### src/rtl/relational_serial_seq.sv
// Serial MSB-first magnitude-compare sequencer. It feeds operand bit pairs to an
// external 1-bit relational comparator and stops at the first pair that differs.
module relational_serial_seq #(
  parameter  int WIDTH = 8,
  localparam int CW    = $clog2(WIDTH) + 1
) (
  input  logic             clk,
  input  logic             rst_n,
  input  logic             in_valid,
  output logic             in_ready,
  input  logic [WIDTH-1:0] op_a,
  input  logic [WIDTH-1:0] op_b,
  output logic             cmp_a,
  output logic             cmp_b,
  input  logic             cmp_gt,
  input  logic             cmp_lt,
  input  logic             cmp_eq,
  output logic             out_valid,
  input  logic             out_ready,
  output logic             res_gt,
  output logic             res_lt,
  output logic             res_eq,
  output logic             res_err,
  output logic [CW-1:0]    res_bits
);

  typedef enum logic [1:0] {IDLE, SHIFT, DONE} state_t;

  state_t           state_reg, state_next;
  logic [WIDTH-1:0] sh_a_reg, sh_a_next;
  logic [WIDTH-1:0] sh_b_reg, sh_b_next;
  logic [CW-1:0]    cnt_reg, cnt_next;
  logic [CW-1:0]    bits_reg, bits_next;
  logic             res_gt_reg, res_gt_next;
  logic             res_lt_reg, res_lt_next;
  logic             res_eq_reg, res_eq_next;
  logic             res_err_reg, res_err_next;
  logic [CW-1:0]    res_bits_reg, res_bits_next;

  logic [2:0] flags;
  logic       flags_onehot;

  assign flags        = {cmp_gt, cmp_lt, cmp_eq};
  assign flags_onehot = (flags == 3'b100) || (flags == 3'b010) || (flags == 3'b001);

  // in_ready is gated by rst_n so that it stays low while reset is held.
  assign in_ready  = rst_n && (state_reg == IDLE);
  assign out_valid = (state_reg == DONE);
  assign cmp_a     = (state_reg == SHIFT) && sh_a_reg[WIDTH-1];
  assign cmp_b     = (state_reg == SHIFT) && sh_b_reg[WIDTH-1];
  assign res_gt    = res_gt_reg;
  assign res_lt    = res_lt_reg;
  assign res_eq    = res_eq_reg;
  assign res_err   = res_err_reg;
  assign res_bits  = res_bits_reg;

  always_ff @(posedge clk or negedge rst_n) begin
    if (!rst_n) begin
      state_reg    <= IDLE;
      sh_a_reg     <= '0;
      sh_b_reg     <= '0;
      cnt_reg      <= '0;
      bits_reg     <= '0;
      res_gt_reg   <= 1'b0;
      res_lt_reg   <= 1'b0;
      res_eq_reg   <= 1'b0;
      res_err_reg  <= 1'b0;
      res_bits_reg <= '0;
    end else begin
      state_reg    <= state_next;
      sh_a_reg     <= sh_a_next;
      sh_b_reg     <= sh_b_next;
      cnt_reg      <= cnt_next;
      bits_reg     <= bits_next;
      res_gt_reg   <= res_gt_next;
      res_lt_reg   <= res_lt_next;
      res_eq_reg   <= res_eq_next;
      res_err_reg  <= res_err_next;
      res_bits_reg <= res_bits_next;
    end
  end

  always_comb begin
    state_next    = state_reg;
    sh_a_next     = sh_a_reg;
    sh_b_next     = sh_b_reg;
    cnt_next      = cnt_reg;
    bits_next     = bits_reg;
    res_gt_next   = res_gt_reg;
    res_lt_next   = res_lt_reg;
    res_eq_next   = res_eq_reg;
    res_err_next  = res_err_reg;
    res_bits_next = res_bits_reg;

    case (state_reg)
      IDLE: begin
        if (in_valid) begin
          sh_a_next     = op_a;
          sh_b_next     = op_b;
          cnt_next      = CW'(WIDTH - 1);
          bits_next     = '0;
          res_gt_next   = 1'b0;
          res_lt_next   = 1'b0;
          res_eq_next   = 1'b0;
          res_err_next  = 1'b0;
          res_bits_next = '0;
          state_next    = SHIFT;
        end
      end
      SHIFT: begin
        if (!flags_onehot) begin
          res_err_next  = 1'b1;
          res_bits_next = bits_reg + CW'(1);
          state_next    = DONE;
        end else if (cmp_gt || cmp_lt) begin
          // First differing pair decides the result; remaining bits are skipped.
          res_gt_next   = cmp_gt;
          res_lt_next   = cmp_lt;
          res_bits_next = bits_reg + CW'(1);
          state_next    = DONE;
        end else if (cnt_reg == '0) begin
          res_eq_next   = 1'b1;
          res_bits_next = CW'(WIDTH);
          state_next    = DONE;
        end else begin
          sh_a_next = {sh_a_reg[WIDTH-2:0], 1'b0};
          sh_b_next = {sh_b_reg[WIDTH-2:0], 1'b0};
          cnt_next  = cnt_reg - CW'(1);
          bits_next = bits_reg + CW'(1);
        end
      end
      DONE: begin
        if (out_ready) state_next = IDLE;
      end
      default: state_next = IDLE;
    endcase
  end

endmodule

### config.mk
export PLATFORM = sky130hd
export DESIGN_NAME = relational_serial_seq
export DESIGN_NICKNAME = d
export VERILOG_FILES = /design/src/rtl/relational_serial_seq.sv
export SDC_FILE = /design/constraint.sdc
export NUM_CORES = 1
export LEC_CHECK = 0
export ABC_AREA = 1
export CAP_MARGIN = 0
export CORE_ASPECT_RATIO = 1.4
export CORE_MARGIN = 2
export CORE_UTILIZATION = 40
export DETAILED_ROUTE_END_ITERATION = 10
export GPL_ROUTABILITY_DRIVEN = 0
export PLACE_DENSITY = 0.66
export SYNTH_ARGS = -nofsm -noshare
export SYNTH_HDL_FRONTEND = slang
export SYNTH_SLANG_ARGS = --single-unit
### constraint.sdc
create_clock -name clk -period 1.6 [get_ports clk]
set_input_delay 0.24 -clock clk [delete_from_list [all_inputs] [get_ports clk]]
set_output_delay 0.24 -clock clk [all_outputs]
set_load 0.01 [all_outputs]
* Yosys cells after proc, flatten, opt, wreduce, memory -nomap -nowiden
Index checks and enable logic that the tools add are counted.
Word-level totals: register bits after elaboration 34, input port bits 23, output and inout port bits 12, logic and storage cells 84
Operators by class: add/subtract/negate cells 2, eq/ne operators 14, muxes and demuxes 43, reduce and logical (&&, ||, !) cells 15
Operator list (count):
- $mux 8 | 8
- $mux 4 | 11
- $pmux 8 s2 | 2
- $pmux 4 s2 | 3
- $mux 2 | 5
- $ne 2x2->1 const B | 5
- $reduce_and 5->1 | 2
- $mux 1 | 9
- $reduce_and 3->1 | 3
- $pmux 1 s2 | 4
- $ne 2x1->1 const B | 3
- $pmux 2 s3 | 1
- $add 4x1->4 const B | 1
- $logic_not 4->1 | 1
- $ne 4x2->1 const B | 1
- $reduce_and 4->1 | 1
- $sub 4x1->4 const B | 1
- $eq 3x1->1 const B | 1
- $eq 3x2->1 const B | 1
- $eq 3x3->1 const B | 1
- $logic_and 1x1->1 | 3
- $logic_or 1x1->1 | 3
- $eq 2x1->1 const B | 1
- $eq 2x2->1 const B | 1
- 2 further kinds | 2

* Depth between registers and ports, before layout
depth in word-level cells 5, gate-level depth with buffers 9, mapped depth without buffers 8

* Worst setup path after synthesis
OpenSTA, ideal clock, no wires.
path type reg2reg, from reg cnt_reg[0], to reg cnt_reg[2], setup time 0.127 ns, arrival 1.181 ns, required time 1.473 ns, slack 0.292 ns, cell stages (with the launch flop) 9, buffers on the path 1, clock period less this slack 1.308 ns, cell sequence dfrtp_1 -> inv_1 -> ha_1 -> nand3_1 -> nand4_4 -> nand2_4 -> buf_6 -> nand2_1 -> o21ai_0
Between the ends: word-level cells in the longest chain between the ends 5, elaborated cells on any way between the ends 8, classes of those cells 1 x add/sub; 1 x eq/ne; 4 x mux; 2 x reduce/logical
RTL lines:
- start, declared | line 32 | logic [CW-1:0] cnt_reg, cnt_next;
- start signal, assigned | line 73 | cnt_reg <= cnt_next;
- $sub 4x1->4 | line 128 | cnt_next = cnt_reg - CW'(1);
- $mux 4 | line 121 | end else if (cnt_reg == '0) begin
- $mux 4 | line 115 | end else if (cmp_gt || cmp_lt) begin
- $mux 4 | line 111 | if (!flags_onehot) begin
- $pmux 4 s2 | line 95 | case (state_reg)
Parallel ways exist; a longest one is shown, timed or not. The select of a mux whose other input is x is not followed. A chain may end at the register's enable or synchronous reset.

* Worst setup path in the final report
from reg state_reg[1], to out cmp_b
Between the ends: word-level cells in the longest chain between the ends 2
RTL lines:
- start, declared | line 29 | state_t state_reg, state_next;
- start signal, assigned | line 70 | state_reg <= state_next;
- $eq 2x1->1 | line 50 | assign cmp_b = (state_reg == SHIFT) && sh_b_reg[WIDTH-1];
- $logic_and 1x1->1 | line 50
- end, declared | line 14 | output logic cmp_b,
No other way between the ends.

==> flow_summary.json <==
{
  "wirelength_mm": 3.63,
  "outcome": "complete, no violations",
  "swShare_pct": 36.9,
  "end_kind": "primary output",
  "min_period_over_period_pct": 93.5,
  "synth_cells": 224,
  "layoutNonFillerInstCount": 321,
  "hold_viol": 0,
  "grt-ovfl-total": 0,
  "finClkSkew_ps": 5.43,
  "period_needed_ps": 1500,
  "cap_violations": 0,
  "ys_types": 21,
  "grt_antenna_before_repair": 0,
  "slew_violations": 0,
  "grt_pass1_wl_mm": 6.18,
  "fmax_mhz": 668,
  "grt_use_total_pct": 16.7,
  "fin_hold_ws_ps": 477,
  "grt_max_degree": 35,
  "drive_gt1_share_pct": 13.0,
  "postRouteAntennaNets": 0,
  "drc": 0,
  "cts_tree": "yes",
  "drt_first_iter_violations": 57,
  "startpoint_type": "register",
  "diodes": 0,
  "n_fill_cell": 386,
  "hold_class": "in2async",
  "clock_path_buffers": 2,
  "p_comb_share_pct": 43.0,
  "ctsHoldBuffers": 0,
  "die_x_um": 59.9,
  "fp.dieH_um": 82.2,
  "leakage_nw": 1.17,
  "switchingPower_mw": 1.28,
  "wl_per_cell_um": 11.3,
  "yosys.area.top_type_share_pct": 48.7,
  "required_ps": 1360,
  "clock_latency_ps": 290,
  "worst_pin_slew_ps": 432,
  "synthesis.area_um2": 1750,
  "finalSetupTns_ps": 0,
  "synthTopCellsByArea": "dfrtp_1 49%, nand2_1 15%, inv_1 7.5%",
  "setup_viol": 0,
  "slew_headroom_pct": 71.2,
  "rows": 28,
  "rsz0062_at_grt": "no",
  "cts-buffers-inserted": 5,
  "dp_cells": 310,
  "ys_seq_area_share_pct": 48.7,
  "clk_pin_slew_worst_paths_ps": 70,
  "synth-seq-cells": 34,
  "p_clk_share_pct": 19.2,
  "fp.coreArea_um2": 4200,
  "first_global_vias": 1416,
  "syn_to_final_growth_pct": 31.9,
  "cts_max_level": 2,
  "initial_core_util_pct": 41.6,
  "synth_area_leader_cell": "dfrtp_1",
  "intPower_mw": 2.18,
  "clock-sinks": 34,
  "viasPerCell": 4.69,
  "dp_hpwl_mm": 2.57,
  "vias": 1506,
  "pin_count": 35,
  "pwr-share-seq_pct": 37.8,
  "clockRootBuffer": "clkbuf_8",
  "utilization_pct": 54.9,
  "crit_arrival_ps": 1260,
  "fp.dieArea_um2": 4920,
  "dr.pass1.iters": 4,
  "peakVddDrop_mv": 0.770,
  "syn-num-nets": 249,
  "ys_warn_count": 0,
  "critPathKind": "reg2out",
  "powerDensity_nw_per_um2": 1500,
  "portBuffers": 34,
  "final_nets": 300,
  "cp_max_fo": 4,
  "syn-mean-instance-area_um2": 7.80
}
==> per-stage QoR <==
stage          total power [mW]  setup slack [ps]  area (um^2)
2_1_floorplan              2.27               292         1750
3_3_place_gp               2.76              -170         2190
3_5_place_dp               2.78              -139         2190
4_1_cts                    3.48              48.2         2300
5_1_grt                    3.76              9.38         2310
6_report                   3.45               104         2310
==> cells by family after synthesis <==
family | Yosys count | synth area share, %
AOI/OAI and AO/OA | 38 | 10.9
xor gates and xnor gates | 2 | 1.00
and+or+nand+nor | 103 | 25.6
buffers and inverters | 45 | 12.5
DFF | 34 | 48.7
adders and majority gates | 2 | 1.43
==> layout by cell type (no fill, tap or decap) <==
cell type,Yosys,layout
nand2_1,68,68
inv_1,35,35
dfrtp_1,34,34
clkdlybuf4s50_1,0,30
o21ai_0,25,24
buf_4,1,17
nor2_1,16,14
o21ai_1,10,11
nand3_1,10,10
clkbuf_8,0,6
nand4_1,4,4
nor2_2,1,3
a21oi_1,3,3
inv_2,2,2
clkdlybuf4s15_1,0,2
nor2_4,1,1
nand4_4,1,1
nand2_4,1,1
xor2_1,1,1
or2_2,1,1
xnor2_1,1,1
ha_1,2,1
ha_2,0,1
clkbuf_1,1,1
clkinv_2,0,1
buf_2,0,1
dlygate4sd2_1,0,1
buf_12,0,1
==> critical path, cell delays in order (launching register included) <==
cell	delay [ps]
dfrtp_1	420
nor2_4	140
inv_2	70
nor2_1	90
clkdlybuf4s15_1	250
==> repair_timing <==
| action | 4_1_cts | 5_1_grt |
|---|---|---|
| gates resized for setup | 8 | 5 |
| gates cloned | 0 | 0 |
| setup buffers | 3 | 0 |
| endpoints found under the setup margin | 4 | 5 |
| pin swaps | 0 | 0 |
==> routing by layer <==
metal	GRT usage (%)	up-vias	wire length [um]	part of all wire, %
met4	7.33	0	70	1.9
met5	0	-	0	0
met2	28.0	39	1690	46
met3	4.36	7	188	5.2
li1	-	791	-	-
met1	19.7	669	1690	46
==> path summary, 6_finish.rpt <==
kind / startpoint / end / slack, ps / cells past startpoint
worst max-delay path: state_reg[1] / cmp_b / 100 / 4
worst min-delay path: rst_n / sh_b_reg[5] / 480 / 2
worst max register to register: cnt_reg[0] / cnt_reg[0] / 150 / 8
worst min register to register: res_gt / res_gt / 480 / 2
max in group asynchronous: rst_n / res_gt / 810 / 2
min in group clk: res_gt / res_gt / 480 / 2
==> cell usage after synthesis, drive strengths merged <==
cell and instances:
nand4 5, a21oi 3, xor2 1, inv 37, nor2 18, dfrtp 34
buf 7, o21ai 35, ha 2, xnor2 1, clkbuf 1, nand3 10
or2 1, nand2 69
==> power groups by stage <==
stage | clock network (mW) | logic, mW | registers [mW]
after global placement | 0 | 1.44 | 1.33
after floorplan | 0 | 0.931 | 1.34
after CTS | 0.679 | 1.49 | 1.31
final | 0.664 | 1.48 | 1.31
after detailed placement | 0 | 1.45 | 1.33
after global routing | 0.720 | 1.70 | 1.34
==> area by class of cell <==
class                   count  area [um^2]  share of cell area, %
flip-flops and latches     34          851                   36.9
multi-input cells         145          687                   29.8
repair buffers             52          482                   20.9
inverters                  37          139                   6.02
clock buffers               7         86.3                   3.74
well taps                  45         56.3                   2.44
clock inverters             1         5.00                  0.217
(Power assumes the default switching activity.)
